$ cat src/rtl/bulls_cows_multi.sv
// N-player, N-digit Bulls & Cows game controller with guess validation, round limit/draw and turn rotation.
// Optional build macro DECIMAL_ONLY_EN: digits above 9 are rejected in addition to repeated digits.
module bulls_cows_multi #(
    parameter int NDIG       = 4,
    parameter int NPLAYERS   = 2,
    parameter int MAX_ROUNDS = 8
) (
    input  logic                        clock,
    input  logic                        reset,
    input  logic [4*NDIG-1:0]           sw,
    input  logic                        enter,
    output logic [2:0]                  state_o,
    output logic [$clog2(NPLAYERS)-1:0] player_o,
    output logic [$clog2(NDIG+1)-1:0]   bulls_o,
    output logic [$clog2(NDIG+1)-1:0]   cows_o,
    output logic [7:0]                  round_o,
    output logic [NPLAYERS-1:0]         winner_o,
    output logic                        err_o,
    output logic                        game_over_o
);

    localparam int PW = $clog2(NPLAYERS);
    localparam int CW = $clog2(NDIG + 1);
    localparam logic [PW-1:0] LAST = PW'(NPLAYERS - 1);

`ifdef DECIMAL_ONLY_EN
    localparam bit DECIMAL_ONLY = 1'b1;
`else
    localparam bit DECIMAL_ONLY = 1'b0;
`endif

    typedef enum logic [2:0] {
        SETUP  = 3'd0,
        GUESS  = 3'd1,
        EVAL   = 3'd2,
        RESULT = 3'd3,
        WIN    = 3'd4,
        DRAW   = 3'd5
    } state_t;

    state_t              state;
    logic                enter_q;
    logic [4*NDIG-1:0]   secret [NPLAYERS];
    logic [4*NDIG-1:0]   guess;
    logic [PW-1:0]       player;
    logic [PW-1:0]       target;
    logic [CW-1:0]       bulls;
    logic [CW-1:0]       cows;
    logic [7:0]          round;
    logic [7:0]          next_round;
    logic [NPLAYERS-1:0] winner;
    logic                err;
    logic                rise;
    logic                valid;
    logic [CW-1:0]       bull_cnt;
    logic [CW-1:0]       cow_cnt;

    assign rise       = enter & ~enter_q;
    assign target     = (player == LAST) ? '0 : player + PW'(1);
    assign next_round = (round == 8'hFF) ? round : round + 8'd1;

    always_comb begin
        valid = 1'b1;
        for (int unsigned i = 0; i < NDIG; i++) begin
            if (DECIMAL_ONLY && (sw[4*i +: 4] > 4'd9))
                valid = 1'b0;
            for (int unsigned j = i + 1; j < NDIG; j++)
                if (sw[4*i +: 4] == sw[4*j +: 4])
                    valid = 1'b0;
        end
    end

    // Player p is always scored against the secret of the next player in rotation.
    always_comb begin
        bull_cnt = '0;
        cow_cnt  = '0;
        for (int unsigned i = 0; i < NDIG; i++) begin
            for (int unsigned j = 0; j < NDIG; j++) begin
                if (secret[target][4*i +: 4] == guess[4*j +: 4]) begin
                    if (i == j) bull_cnt = bull_cnt + CW'(1);
                    else        cow_cnt  = cow_cnt + CW'(1);
                end
            end
        end
    end

    always_ff @(posedge clock or posedge reset) begin
        if (reset) begin
            state   <= SETUP;
            enter_q <= 1'b0;
            guess   <= '0;
            player  <= '0;
            bulls   <= '0;
            cows    <= '0;
            round   <= '0;
            winner  <= '0;
            err     <= 1'b0;
            for (int unsigned p = 0; p < NPLAYERS; p++)
                secret[p] <= '0;
        end else begin
            enter_q <= enter;
            err     <= 1'b0;
            case (state)
                SETUP: if (rise) begin
                    if (valid) begin
                        secret[player] <= sw;
                        if (player == LAST) begin
                            state  <= GUESS;
                            player <= '0;
                        end else begin
                            player <= player + PW'(1);
                        end
                    end else begin
                        err <= 1'b1;
                    end
                end
                GUESS: if (rise) begin
                    if (valid) begin
                        guess <= sw;
                        state <= EVAL;
                    end else begin
                        err <= 1'b1;
                    end
                end
                EVAL: begin
                    bulls <= bull_cnt;
                    cows  <= cow_cnt;
                    if (bull_cnt == CW'(NDIG)) begin
                        state  <= WIN;
                        winner <= {{(NPLAYERS-1){1'b0}}, 1'b1} << player;
                    end else begin
                        state <= RESULT;
                    end
                end
                RESULT: if (rise) begin
                    if (player == LAST) begin
                        player <= '0;
                        round  <= next_round;
                        if ((MAX_ROUNDS != 0) && (next_round == 8'(MAX_ROUNDS)))
                            state <= DRAW;
                        else
                            state <= GUESS;
                    end else begin
                        player <= player + PW'(1);
                        state  <= GUESS;
                    end
                end
                WIN, DRAW: if (rise) begin
                    state  <= SETUP;
                    player <= '0;
                    bulls  <= '0;
                    cows   <= '0;
                    round  <= '0;
                    winner <= '0;
                    for (int unsigned p = 0; p < NPLAYERS; p++)
                        secret[p] <= '0;
                end
                default: state <= SETUP;
            endcase
        end
    end

    assign state_o     = state;
    assign player_o    = player;
    assign bulls_o     = bulls;
    assign cows_o      = cows;
    assign round_o     = round;
    assign winner_o    = winner;
    assign err_o       = err;
    assign game_over_o = (state == WIN) || (state == DRAW);

endmodule

$ cat config.mk
export PLATFORM = sky130hd
export DESIGN_NAME = bulls_cows_multi
export DESIGN_NICKNAME = d
export VERILOG_FILES = /design/src/rtl/bulls_cows_multi.sv
export SDC_FILE = /design/constraint.sdc
export NUM_CORES = 1
export LEC_CHECK = 0
export ABC_AREA = 1
export CORE_ASPECT_RATIO = 1.4
export CORE_UTILIZATION = 60
export CTS_CLUSTER_DIAMETER = 60
export DETAILED_ROUTE_END_ITERATION = 6
export PLACE_DENSITY = 0.81
export SLEW_MARGIN = 25
export SYNTH_ARGS = -nofsm -noshare
export SYNTH_HDL_FRONTEND = slang
export SYNTH_SLANG_ARGS = --single-unit
$ cat constraint.sdc
create_clock -name clock -period 8.11 [get_ports clock]
set_input_delay 0.811 -clock clock [delete_from_list [all_inputs] [get_ports clock]]
set_output_delay 0.811 -clock clock [all_outputs]
set_load 0.01 [all_outputs]
; ---- After elaboration in Yosys (flattened, before gate mapping)
; Cells that the tools add are included.
[op_classes]
addsub = 16
order_cmp = 3
eq_ne = 39
shift = 1
muxes = 62
bitwise = 4
reduce_logical = 16
[op_table]
columns = cell, n
row1 = 32-bit two-way mux, 3
row2 = 4-bit equality test, 22
row3 = 3-bit two-way mux, 24
row4 = 16-bit two-way mux, 4
row5 = 32-bit one-hot mux with 2 select lines, 1
row6 = 3-bit by 1-bit adder with 3-bit output (second input constant), 14
row7 = 32-bit bitwise mux, 1
row8 = 8-bit two-way mux, 4
row9 = 2-bit != test (second input constant), 9
row10 = 16-bit demux with 1-bit select, 1
row11 = 1-bit two-way mux, 16
row12 = 8-bit one-hot mux with 2 select lines, 1
row13 = 3-bit one-hot mux with 5 select lines, 1
row14 = 3-bit one-hot mux with 2 select lines, 2
row15 = 3-bit equality test (second input constant), 3
row16 = 8-bit by 1-bit adder with 8-bit output (second input constant), 1
row17 = 8-bit by 4-bit equality test with 1-bit output (second input constant), 1
row18 = 8-bit equality test (second input constant), 1
row19 = 4-bit AND reduction, 2
row20 = 7-bit AND reduction, 1
row21 = 3-bit by 2-bit equality test with 1-bit output (second input constant), 2
row22 = 3-bit AND reduction, 2
row23 = 2-bit nonzero test, 3
row24 = 5-bit AND reduction, 1
row25 = 17 further kinds, 21
[word_totals]
register_bits = 70
input_bits = 19
wordCells = 152

; ---- Logic depth before layout (Yosys ltp)
[depth]
depth_word = 31
mapped_depth = 44

; ---- Least setup slack after synthesis
; Ideal clock, no wire load.
[synth_path]
path_type = register -> register
from = reg player, in the netlist player_o
to = reg cows[2], in the netlist cows_o[2]
setup_time_ns = 0.120
arrival_ns = 5.956
setup_slack_ns = 2.033
stages_incl_launch_ff = 44
period_less_slack_ns = 6.077
path_cell_list = dfrtp_1 -> inv_2 -> buf_6 -> nand2_2 -> nand2_1 -> xor2_1 -> nor4_1 -> ha_1 -> inv_1 -> nand3_2 -> nand2_1 -> nor2_1 -> nor2_1 -> nand2_1 -> and2_1 -> ha_1 -> nand2_1 -> nand2_1 -> (+8 left out) -> and2_1 -> ha_1 -> nand2_1 -> nand2_1 -> nand2_1 -> nand3_1 -> and2_1 -> ha_1 -> nand2_1 -> nand2_1 -> ha_1 -> nand2_1 -> xor2_1 -> xor2_1 -> xnor2_1 -> a21oi_1 -> o21ai_1 -> nand2_1
[synth_between]
elab_chain_len = 31
[synth_lines]
columns = item, line_no
row1 = "start, declared", 45  ; logic [PW-1:0] player;
row2 = "start signal, assigned", 111  ; player <= player + PW'(1);
row3 = "start signal, assigned", 144  ; player <= player + PW'(1);
row4 = 1-bit adder, 59  ; assign target = (player == LAST) ? '0 : player + PW'(1);
row5 = 1-bit two-way mux (*), 59
row6 = 1-bit NOT with 2-bit output (implied by the code) (*), 79  ; if (secret[target][4*i +: 4] == guess[4*j +: 4]) begin
row7 = 16-bit two-way mux (implied by the code) (*) (3 in a row), 79
row8 = 4-bit equality test, 79
row9 = 1-bit two-way mux, 79
row10 = 3-bit by 1-bit adder with 3-bit output, 81  ; else cow_cnt = cow_cnt + CW'(1);
row11 = 3-bit two-way mux, 79
row12 = (+13 left out), -
row13 = 3-bit two-way mux, 79
row14 = 3-bit by 1-bit adder with 3-bit output, 81
row15 = 3-bit two-way mux, 79
row16 = 3-bit by 1-bit adder with 3-bit output, 81
row17 = 3-bit two-way mux, 79
row18 = 3-bit by 1-bit adder with 3-bit output, 81
row19 = 3-bit two-way mux (*), 79
row20 = 3-bit one-hot mux with 2 select lines (*), 103  ; case (state)
row21 = "end signal, assigned", 127  ; cows <= cow_cnt;
row22 = "end, declared", 48  ; logic [CW-1:0] cows;
; Mark *: on every way between the ends. The rest lies on a longest branch, timed or not. The select of a mux whose other input is x is not followed.
; A chain may end at the register's enable or synchronous reset.

; ---- Worst setup path after layout
; Ends and elaborated chain as after synthesis.

==> results.toml <==
[outcome]
run_status = "finished, final reports clean"

[timing]
rsz0062_at_grt = "no"
hold_viol_final = 0
finalMaxSlewViolations = 0
tightest_slew_ns = 1.003
clock_skew_ns = 0.007666
max_freq_ghz = 0.1426
fin_crit_sh_pct = 86.46
slew_headroom_pct = 32.85
finalSetupTns_ns = 0
setup_viol = 0
period_needed_ns = 7.012

[worst_setup_path]
cp-end-kind = "flop"
slowest_stage = "nor4_1"
critPathMaxFanout = 33
arrival_ns = 7.24
path_class = "flop to flop"
cpMostUsedCell = "nand2_1"
cp.required_ns = 8.34
cp-start-kind = "flop"
crit_path_max_incr_delay_ns = 0.46

[cts]
cts-root-buf = "clkbuf_16"
clock_latency_ns = 0.33
cts_tree = "yes"
cts.sinks = 70
cts_max_level = 3
path_clk_slew_ns = 0.06
numCtsBuffers = 9
hold_buffers = 0
clock_path_buffers = 2
postCtsSetupBuffers = 0
cts.repair.resized = 0

[floorplan]
num_io_pins = 41
dieArea_sq_um = 9477
start_util_pct = 62.60
core_area_sq_um = 8708
die-width_microns = 82.56
num_rows = 40
fp.dieH_microns = 114.8

[placement]
place_congestion = 0.9285
placed_area_sq_um = 5904
dp_hpwl_mm = 10.44
io_buffer_count = 40

[route]
finalWirelength_mm = 13.96
dr.first_iter.drc_count = 451
ant_nets = 0
wl_per_cell_microns = 15.92
dr.pass1.iters = 6
via_per_inst = 5.732
remaining_drc_errors = 0
num_vias = 5027

[synthesis]
synth_top_family_by_area = "simple AND/OR/NAND/NOR gates"
synthMuxAreaShare_pct = 0.5967
syn_area_sq_um = 5451
synth_xor_area_share_pct = 13.31
syn_inst = 734
avgSynthCellArea_sq_um = 7.427
ys_seq_elements = 70
ys_types = 39
synth-simple-area-share_pct = 29.56
synth_nets = 769
synth-adder-area-share_pct = 3.672
synth-compound-area-share_pct = 12.03
seq_area_frac_synth_pct = 32.13
synthArstFlopShare_pct = 100.0
synth_edf_count = 0
ys_warn_count = 0
synth_top_flop_cell = "dfrtp_1"

[flow_run]
max_cap_violations = 0

[final_layout]
antenna_cells = 0
final_cell_mix = "nand2_1 (154), inv_1 (91), nand3_1 (72), xor2_1 (72), dfrtp_1 (70)"
drive_gt1_share_pct = 10.36
final_area_sq_um = 6181
final_common_cell = "nand2_1"
area_growth_pct = 13.38
nets = 802
n_fill_cell = 715

[global_route]
grt_pass1_vias = 4859
grt-ovfl-total = 0
antenna_found_initial = 0
grt_usage_pct = 31.72
grt_max_degree = 71
grt_pass1_wl_mm = 22.76

[min_path]
hold_class = "flop to flop"
per-stage QoR:
stage	setup WS (ns)	hold WS, ns	util [%]	cells
after floorplan	2.033	0.4741	-	734
after global placement	1.427	0.4651	67.80	861
after detailed placement	1.162	0.4715	67.80	861
after CTS	1.126	0.4871	70.98	877
after global routing	0.4544	0.5140	70.98	877
final	1.098	0.4812	70.98	877
registers in the layout, indices dropped and copies added (netlist names):
name,flops
bulls_o,3
cows_o,3
enter_q,1
err_o,1
guess,16
player_o,1
round_o,8
secret,32
state_o,3
winner_o,2
final timing paths:
check | from | to | slack, ns | cells past startpoint
hold reg to reg | cows_o[0] | cows_o[0] | 0.48 | 2
max in group asynchronous | reset | secret[4] | 6.46 | 3
setup / recovery | player_o | cows_o[2] | 1.10 | 44
setup reg to reg | player_o | cows_o[2] | 1.10 | 44
hold / removal | cows_o[0] | cows_o[0] | 0.48 | 2
min in group asynchronous | reset | state_o[0] | 1.07 | 3
per-layer routing:
layer / up-vias / track usage, % / wire length (microns)
met2: 169 / 55.54 / 7342
met1: 2384 / 38.47 / 5654
li1: 2447 / - / -
met3: 27 / 3.810 / 542
met5: - / 0 / 0
met4: 0 / 13.79 / 421
critical path: cells and delay by family (launching register included):
kind | cells | cell delay [ns]
AND/OR/NAND/NOR | 28 | 3.31
adder cells (fa/ha/maj) | 6 | 1.65
buffers and inverters | 4 | 0.71
XOR/XNOR | 4 | 0.68
flip-flops | 1 | 0.36
AO/OA/AOI/OAI | 2 | 0.17
cell families after synthesis:
family | count (synthesis)
xor+xnor | 82
simple gates | 323
compound gates | 121
flops | 70
fa+ha+maj | 16
mux | 3
buf+inv | 119
final cells by class:
class | instances | area, sq um | share of cell area, %
multi-input combinational | 545 | 3226 | 52.19
tap | 105 | 131.4 | 2.126
clock buffer | 11 | 242.7 | 3.927
inverter | 97 | 365.4 | 5.911
timing repair buffer | 44 | 430.4 | 6.964
sequential | 70 | 1752 | 28.34
clock inverter | 5 | 33.78 | 0.5466
Yosys cell counts, drive strengths merged, types with 10 or more instances:
cell type	instances	area, sq um
a21oi	17	85.08
dfrtp	70	1752
ha	16	200.2
nor2	24	123.9
clkbuf	17	63.81
nand2	180	785.8
inv	96	360.3
xor2	73	646.9
nand3	84	495.5
o21ai	78	397.9
o22ai	21	131.4
nor3	10	50.05
Power is left out: the tool's default activity adds up to more than one toggle a clock period on the data nets, which glitch-free logic cannot reach.
